[config.mk]
export PLATFORM = sky130hd
export DESIGN_NAME = soc_obi_xbar
export DESIGN_NICKNAME = d
export VERILOG_FILES = /design/src/rtl/soc_obi_pkg.sv /design/src/rtl/soc_obi_rr_arb.sv /design/src/rtl/soc_obi_xbar.sv
export SDC_FILE = /design/constraint.sdc
export NUM_CORES = 1
export LEC_CHECK = 0
export ABC_AREA = 1
export BUFFER_PORTS_ARGS = -buffer_cell sky130_fd_sc_hd__clkbuf_2
export CAP_MARGIN = 20
export CORE_AREA = 2 2 242 244
export DETAILED_ROUTE_END_ITERATION = 10
export DIE_AREA = 0 0 244 246
export HOLD_SLACK_MARGIN = 0.06
export PLACE_DENSITY_LB_ADDON = 0.15
export SYNTH_ARGS = -nofsm -noshare
export SYNTH_HDL_FRONTEND = slang
export SYNTH_SLANG_ARGS = --single-unit
export TNS_END_PERCENT = 1
[constraint.sdc]
create_clock -name clk -period 6.61 [get_ports clk]
set_clock_uncertainty 0.2 [all_clocks]
set_input_delay 0 -clock clk [delete_from_list [all_inputs] [get_ports clk]]
set_output_delay 0 -clock clk [all_outputs]
set_load 0.01 [all_outputs]
[src/rtl/soc_obi_pkg.sv]
// soc_obi_pkg: shared types, default address map and helpers for the OBI crossbar
package soc_obi_pkg;
  typedef struct packed {
    logic [31:0] start_addr;
    logic [31:0] end_addr;
  } addr_rule_t;
  localparam addr_rule_t [2:0] DEF_MAP = '{
    '{start_addr: 32'h1A10_0000, end_addr: 32'h1A11_FFFF},
    '{start_addr: 32'h0010_0000, end_addr: 32'h001F_FFFF},
    '{start_addr: 32'h0000_0000, end_addr: 32'h000F_FFFF}
  };
  localparam logic [95:0] DEF_START_ADDR = {DEF_MAP[2].start_addr, DEF_MAP[1].start_addr, DEF_MAP[0].start_addr};
  localparam logic [95:0] DEF_END_ADDR = {DEF_MAP[2].end_addr, DEF_MAP[1].end_addr, DEF_MAP[0].end_addr};
  localparam logic [31:0] DEF_ERR_RDATA = 32'hBADA_CCE5;
  function automatic int id_width(input int n);
    return (n > 1) ? $clog2(n) : 1;
  endfunction
endpackage

[src/rtl/soc_obi_rr_arb.sv]
// soc_obi_rr_arb: round-robin arbiter whose pointer moves past the winner only on a handshake
module soc_obi_rr_arb
  import soc_obi_pkg::*;
#(
  parameter int NB_REQ = 3
) (
  input  logic              clk,
  input  logic              rst_n,
  input  logic [NB_REQ-1:0] req,
  input  logic              hs,
  output logic [NB_REQ-1:0] gnt
);
  localparam int IW = id_width(NB_REQ);
  logic [IW-1:0] ptr, idx;
  always_comb begin
    idx = '0;
    for (int k = 2 * NB_REQ - 1; k >= 0; k--)
      if (k >= int'(ptr) && req[k % NB_REQ]) idx = IW'(k % NB_REQ);
    for (int i = 0; i < NB_REQ; i++) gnt[i] = |req && idx == IW'(i);
  end
  always_ff @(posedge clk or negedge rst_n)
    if (!rst_n) ptr <= '0;
    else if (hs) ptr <= IW'((int'(idx) + 1) % NB_REQ);
endmodule

[src/rtl/soc_obi_xbar.sv]
// soc_obi_xbar: OBI request/grant crossbar with per-slave round-robin, in-order response routing and decode errors
module soc_obi_xbar
  import soc_obi_pkg::*;
#(
  parameter int NB_MASTER = 3,
  parameter int NB_SLAVE = 3,
  parameter int ADDR_WIDTH = 32,
  parameter int DATA_WIDTH = 32,
  parameter int MAX_OUTSTANDING = 2,
  parameter logic [NB_SLAVE*ADDR_WIDTH-1:0] START_ADDR = DEF_START_ADDR,
  parameter logic [NB_SLAVE*ADDR_WIDTH-1:0] END_ADDR = DEF_END_ADDR,
  parameter logic [DATA_WIDTH-1:0] ERR_RDATA = DEF_ERR_RDATA
) (
  input  logic                                      clk,
  input  logic                                      rst_n,
  input  logic [NB_MASTER-1:0]                      m_req_i,
  input  logic [NB_MASTER-1:0]                      m_we_i,
  input  logic [NB_MASTER-1:0][ADDR_WIDTH-1:0]      m_addr_i,
  input  logic [NB_MASTER-1:0][DATA_WIDTH/8-1:0]    m_be_i,
  input  logic [NB_MASTER-1:0][DATA_WIDTH-1:0]      m_wdata_i,
  output logic [NB_MASTER-1:0]                      m_gnt_o,
  output logic [NB_MASTER-1:0]                      m_rvalid_o,
  output logic [NB_MASTER-1:0]                      m_err_o,
  output logic [NB_MASTER-1:0][DATA_WIDTH-1:0]      m_rdata_o,
  output logic [NB_SLAVE-1:0]                       s_req_o,
  output logic [NB_SLAVE-1:0]                       s_we_o,
  output logic [NB_SLAVE-1:0][ADDR_WIDTH-1:0]       s_addr_o,
  output logic [NB_SLAVE-1:0][DATA_WIDTH/8-1:0]     s_be_o,
  output logic [NB_SLAVE-1:0][DATA_WIDTH-1:0]       s_wdata_o,
  input  logic [NB_SLAVE-1:0]                       s_gnt_i,
  input  logic [NB_SLAVE-1:0]                       s_rvalid_i,
  input  logic [NB_SLAVE-1:0][DATA_WIDTH-1:0]       s_rdata_i,
  output logic [NB_SLAVE-1:0]                       s_idle_o
);
  localparam int IW = id_width(NB_MASTER);
  localparam int TW = $clog2(NB_SLAVE + 1);
  localparam int CW = $clog2(MAX_OUTSTANDING + 1);
  localparam int PW = id_width(MAX_OUTSTANDING);
  localparam logic [CW-1:0] MO = CW'(MAX_OUTSTANDING);
  logic [NB_MASTER-1:0][TW-1:0] tgt, cur;
  logic [NB_MASTER-1:0][CW-1:0] cnt;
  logic [NB_MASTER-1:0] elig;
  logic [NB_SLAVE:0][NB_MASTER-1:0] sreq, win;
  logic [NB_SLAVE:0][IW-1:0] widx;
  logic [NB_SLAVE:0] hs;
  logic [NB_SLAVE-1:0][CW-1:0] fcnt;
  logic [NB_SLAVE-1:0][IW-1:0] head;
  logic [NB_SLAVE-1:0] pop;
  logic err_v;
  logic [IW-1:0] err_id;
  // lowest matching region wins; a master may only add to its in-flight set at the same target
  always_comb begin
    for (int i = 0; i < NB_MASTER; i++) begin
      tgt[i] = TW'(NB_SLAVE);
      for (int j = NB_SLAVE - 1; j >= 0; j--)
        if (m_addr_i[i] >= START_ADDR[j*ADDR_WIDTH +: ADDR_WIDTH] && m_addr_i[i] <= END_ADDR[j*ADDR_WIDTH +: ADDR_WIDTH])
          tgt[i] = TW'(j);
      elig[i] = rst_n && m_req_i[i] && cnt[i] < MO && (cnt[i] == '0 || tgt[i] == cur[i]);
    end
  end
  always_comb
    for (int j = 0; j <= NB_SLAVE; j++)
      for (int i = 0; i < NB_MASTER; i++) sreq[j][i] = elig[i] && tgt[i] == TW'(j);
  for (genvar j = 0; j <= NB_SLAVE; j++) begin : g_arb
    soc_obi_rr_arb #(.NB_REQ(NB_MASTER)) u_arb (
      .clk  (clk),
      .rst_n(rst_n),
      .req  (sreq[j]),
      .hs   (hs[j]),
      .gnt  (win[j])
    );
  end
  always_comb
    for (int j = 0; j <= NB_SLAVE; j++) begin
      widx[j] = '0;
      for (int i = 0; i < NB_MASTER; i++) if (win[j][i]) widx[j] = IW'(i);
    end
  always_comb begin
    for (int j = 0; j < NB_SLAVE; j++) begin
      s_req_o[j] = |sreq[j] && fcnt[j] != MO;
      s_we_o[j] = m_we_i[widx[j]];
      s_addr_o[j] = m_addr_i[widx[j]];
      s_be_o[j] = m_be_i[widx[j]];
      s_wdata_o[j] = m_wdata_i[widx[j]];
      hs[j] = s_req_o[j] && s_gnt_i[j];
    end
    hs[NB_SLAVE] = |sreq[NB_SLAVE];
  end
  always_comb
    for (int i = 0; i < NB_MASTER; i++) begin
      m_gnt_o[i] = 1'b0;
      m_err_o[i] = err_v && err_id == IW'(i);
      m_rvalid_o[i] = m_err_o[i];
      m_rdata_o[i] = ERR_RDATA;
      for (int j = 0; j <= NB_SLAVE; j++) m_gnt_o[i] = m_gnt_o[i] | (win[j][i] && hs[j]);
      for (int j = 0; j < NB_SLAVE; j++)
        if (pop[j] && head[j] == IW'(i)) begin
          m_rvalid_o[i] = 1'b1;
          m_rdata_o[i] = s_rdata_i[j];
        end
    end
  for (genvar j = 0; j < NB_SLAVE; j++) begin : g_fifo
    logic [IW-1:0] mem [MAX_OUTSTANDING];
    logic [PW-1:0] wp, rp;
    logic [CW-1:0] fc;
    logic idle;
    assign fcnt[j] = fc;
    assign s_idle_o[j] = idle;
    assign pop[j] = s_rvalid_i[j] && fc != '0;
    assign head[j] = mem[rp];
    always_ff @(posedge clk)
      if (hs[j]) mem[wp] <= widx[j];
    always_ff @(posedge clk or negedge rst_n)
      if (!rst_n) begin
        fc <= '0;
        wp <= '0;
        rp <= '0;
        idle <= 1'b1;
      end else begin
        fc <= fc + CW'(hs[j]) - CW'(pop[j]);
        if (hs[j]) wp <= PW'((int'(wp) + 1) % MAX_OUTSTANDING);
        if (pop[j]) rp <= PW'((int'(rp) + 1) % MAX_OUTSTANDING);
        idle <= fc == '0 && !(|sreq[j]);
      end
    a_no_orphan_rvalid: assert property (@(posedge clk) disable iff (!rst_n) s_rvalid_i[j] |-> fc != '0);
  end
  always_ff @(posedge clk or negedge rst_n)
    if (!rst_n) begin
      cnt <= '0;
      cur <= '0;
      err_v <= 1'b0;
      err_id <= '0;
    end else begin
      for (int i = 0; i < NB_MASTER; i++) begin
        cnt[i] <= cnt[i] + CW'(m_gnt_o[i]) - CW'(m_rvalid_o[i]);
        if (m_gnt_o[i]) cur[i] <= tgt[i];
      end
      err_v <= hs[NB_SLAVE];
      err_id <= widx[NB_SLAVE];
    end
endmodule
==> reports/summary.txt <==
Status - complete, no violations
Fin crit share - 78.2%
Setup Fix Bufs, Post-CTS - 0
Vias per cell - 4.93
IO Count - 632
Clock-pin slew on the worst setup and hold paths - 0.07 ns
Die Height - 246 um
Synth warn - 0
GRT overflow - 0
Worst slew margin - 29.1%
Number of synthesized register bits - 50
Synth Cell Area - 9260 um2
Clk_lat worst skew - 0.29 ns
Core Rows - 88
Flop2flop setup slack - 2.75 ns
DRT Wirelength - 59400 um
Placed cells - 2771
Final TNS setup - 0 ns
Fin. max-slew vios - 0
Core area - 57400 um2
Wirelength per Cell - 21.2 um
Setup violators final - 0
Global Route met2 Usage - 32.8%
Type of the most critical hold path - input port to asynchronous set/reset pin
Post-DP HPWL - 47400 um
Max Clk Rate - 194 MHz
Mean Syn Cell Area - 6.25 um2
TritonCTS Buffers - 5
Drt drc - 0
Initial Util - 16.1%
RSZ-0062 raised after global routing - no
Arrival @ worst endpoint - 4.97 ns
Most frequent cells in the layout - clkbuf_2, nand3_1, inv_1, o221ai_1, nand2_1
Gate count after technology mapping - 1480
Clock buffer depth - 2
Met1 usage - 20.8%
Max Fanout on Critical Path - 59
Vias in the first global route - 13.3k
Seq/Total Area, Yosys - 14.2%
DRT Pass-1 Iters - 5
Routability congestion estimate - 0.919
VDD IR max - 0.0992 mV
Final Non-Filler Cells - 2797
# Max-Cap Violations - 0
Slew @ Worst Pin - 1.06 ns
Largest net degree at the start of global routing - 89
Via count of the routed design - 13.8k
Post-synthesis net count - 1822
Layout cells sized above 1 - 34.9%
Number of I/O port buffers - 631
Full die area - 60000 um2
M3 GR Usage - 4.00%
Width of the die - 244 um
CP Launch Type - input port
PwrDens - 194 nW/um2
Total GRT Usage - 18.3%
CTS tree - yes
Initial antenna violation count - 17
Sinks on the clock net - 50
Count of final hold-check violations - 0
Starting DRT DRC Count - 814
Final min period - 5.17 ns
Placed cell area - 13000 um2
CP endpoint kind - output pin
First-pass GRT wire length - 84700 um
Cts repair resizes - 0
Commonest non-fill, non-tap cell in the layout - clkbuf_2
Worst setup path class - input port to output pin
Gr busiest metal - met2
Synth cell types - 40
Area Growth Syn to Fin - 44.2%
Fin area - 13300 um2
Critical Path RT - 6.41 ns
Post-route ant nets - 0
Leakage - 7.44 nW
Net count of the finished layout - 2366
CTS HTree Levels - 2
Root buf cell - clkbuf_16
cells in the mapped netlist (all sizes together):
master	n	area share [%]
nor2	82	3.5
nor4	2	0.14
or2	1	0.068
inv	260	11
dfrtp	35	9.5
a32oi	19	1.8
mux2i	2	0.22
o21ai	82	4.4
a22oi	3	0.24
clkbuf	48	1.9
a31oi	2	0.14
xnor2	16	1.5
a21oi	66	3.6
o22ai	1	0.068
dfstp	3	0.85
o221ai	245	23
nand3b	3	0.28
nand4	17	1.3
nand3	279	16
nor3	14	0.81
a211oi	1	0.081
xor2	3	0.28
buf	83	4.9
a21boi	1	0.081
nand2	169	7.2
edfxtp	12	3.9
clkinv	3	0.12
ha	28	3.8
registers in the layout, indices dropped and copies added (netlist names):
register,count
err_v,1
err_id,2
g_fifo.fc,6
g_fifo.idle,3
g_fifo.wp,3
cnt,6
g_fifo.mem,12
g_arb.u_arb.ptr,8
cur,6
g_fifo.rp,3
metrics by stage:
| step | total power, mW | setup WS, ns | util [%] | hold slack, ns |
|---|---|---|---|---|
| 2_1_floorplan | 1.49 | 3.82 | - | -0.496 |
| 5_1_grt | 2.81 | 1.02 | 23.3 | 0.106 |
| 4_1_cts | 2.62 | 1.35 | 23.2 | 0.0615 |
| 3_3_place_gp | 2.27 | 2.18 | 22.6 | -0.169 |
| 3_5_place_dp | 2.30 | 2.17 | 22.7 | -0.167 |
| 6_report | 2.59 | 1.44 | 23.3 | 0.0474 |
timing repair:
action	4_1_cts	5_1_grt
hold endpoints to repair	37	0
hold buffers	11	0
endpoints found under the setup margin	0	0
report_power, final:
| part | internal, mW | switching, mW | total (mW) | leakage, nW |
|---|---|---|---|---|
| sequential | 0.407 | 0.0759 | 0.483 | 0.564 |
| combinational | 0.687 | 1.12 | 1.80 | 6.80 |
| clock | 0.179 | 0.119 | 0.298 | 0.0819 |
worst paths after layout:
kind                                  from                  end  cells after the start
hold reg to reg            g_fifo[0].fc[0]       g_fifo[0].idle                      1
max in group asynchronous            rst_n       g_fifo[2].idle                      3
min in group clk              m_addr_i[90]               cur[5]                      7
setup reg to reg                    cnt[3]  g_fifo[1].mem[1][1]                      9
setup / recovery              m_addr_i[85]        s_wdata_o[79]                     24
hold / removal                       rst_n               cur[4]                      2
cell families (layout without fill, tap and decap cells):
kind of cell / count (synthesis) / after routing / share of synthesized area [%]
and+or+nand+nor: 567 / 567 / 28.8
AOI/OAI and AO/OA: 420 / 420 / 33.6
DFF: 50 / 50 / 14.2
buffers and inverters: 394 / 939 / 17.5
adders and majority gates: 28 / 28 / 3.79
muxes: 2 / 2 / 0.216
other: 0 / 7 / 0
xor gates and xnor gates: 19 / 19 / 1.80
routing by layer:
metal | up-vias | share of wire, %
met5 | - | 0.20
met3 | 99 | 7.1
li1 | 6500 | -
met2 | 567 | 50
met1 | 6591 | 38
met4 | 20 | 4.5
critical path: stages:
cell and delay [ns]:
dlygate4sd3_1 0.54, clkbuf_2 0.12, nor3_2 0.21, dlygate4sd3_1 0.64
nand2_2 0.12, nand2_1 0.14, nand2_1 0.07, nand2_1 0.07
nand3_2 0.08, nand2_4 0.11, nand3b_2 0.13, inv_1 0.10
o21ai_0 0.09, nand3_1 0.07, nand2_1 0.05, nand2_1 0.11
inv_1 0.08, ha_1 0.21, inv_1 0.06, nor2_1 0.05
nand2_4 0.50, buf_4 0.63, o221ai_1 0.46, clkbuf_2 0.26
cell type report:
cell class / instances / area [um2]
fill: 6672 / 44000
multi-input combinational: 1036 / 6370
timing repair buffer: 668 / 3530
sequential: 50 / 1320
inverter: 263 / 987
tap: 765 / 957
clock buffer: 5 / 125
clock inverter: 3 / 42.5
antenna: 7 / 17.5
Note: power is estimated with default switching activity, not from simulation.
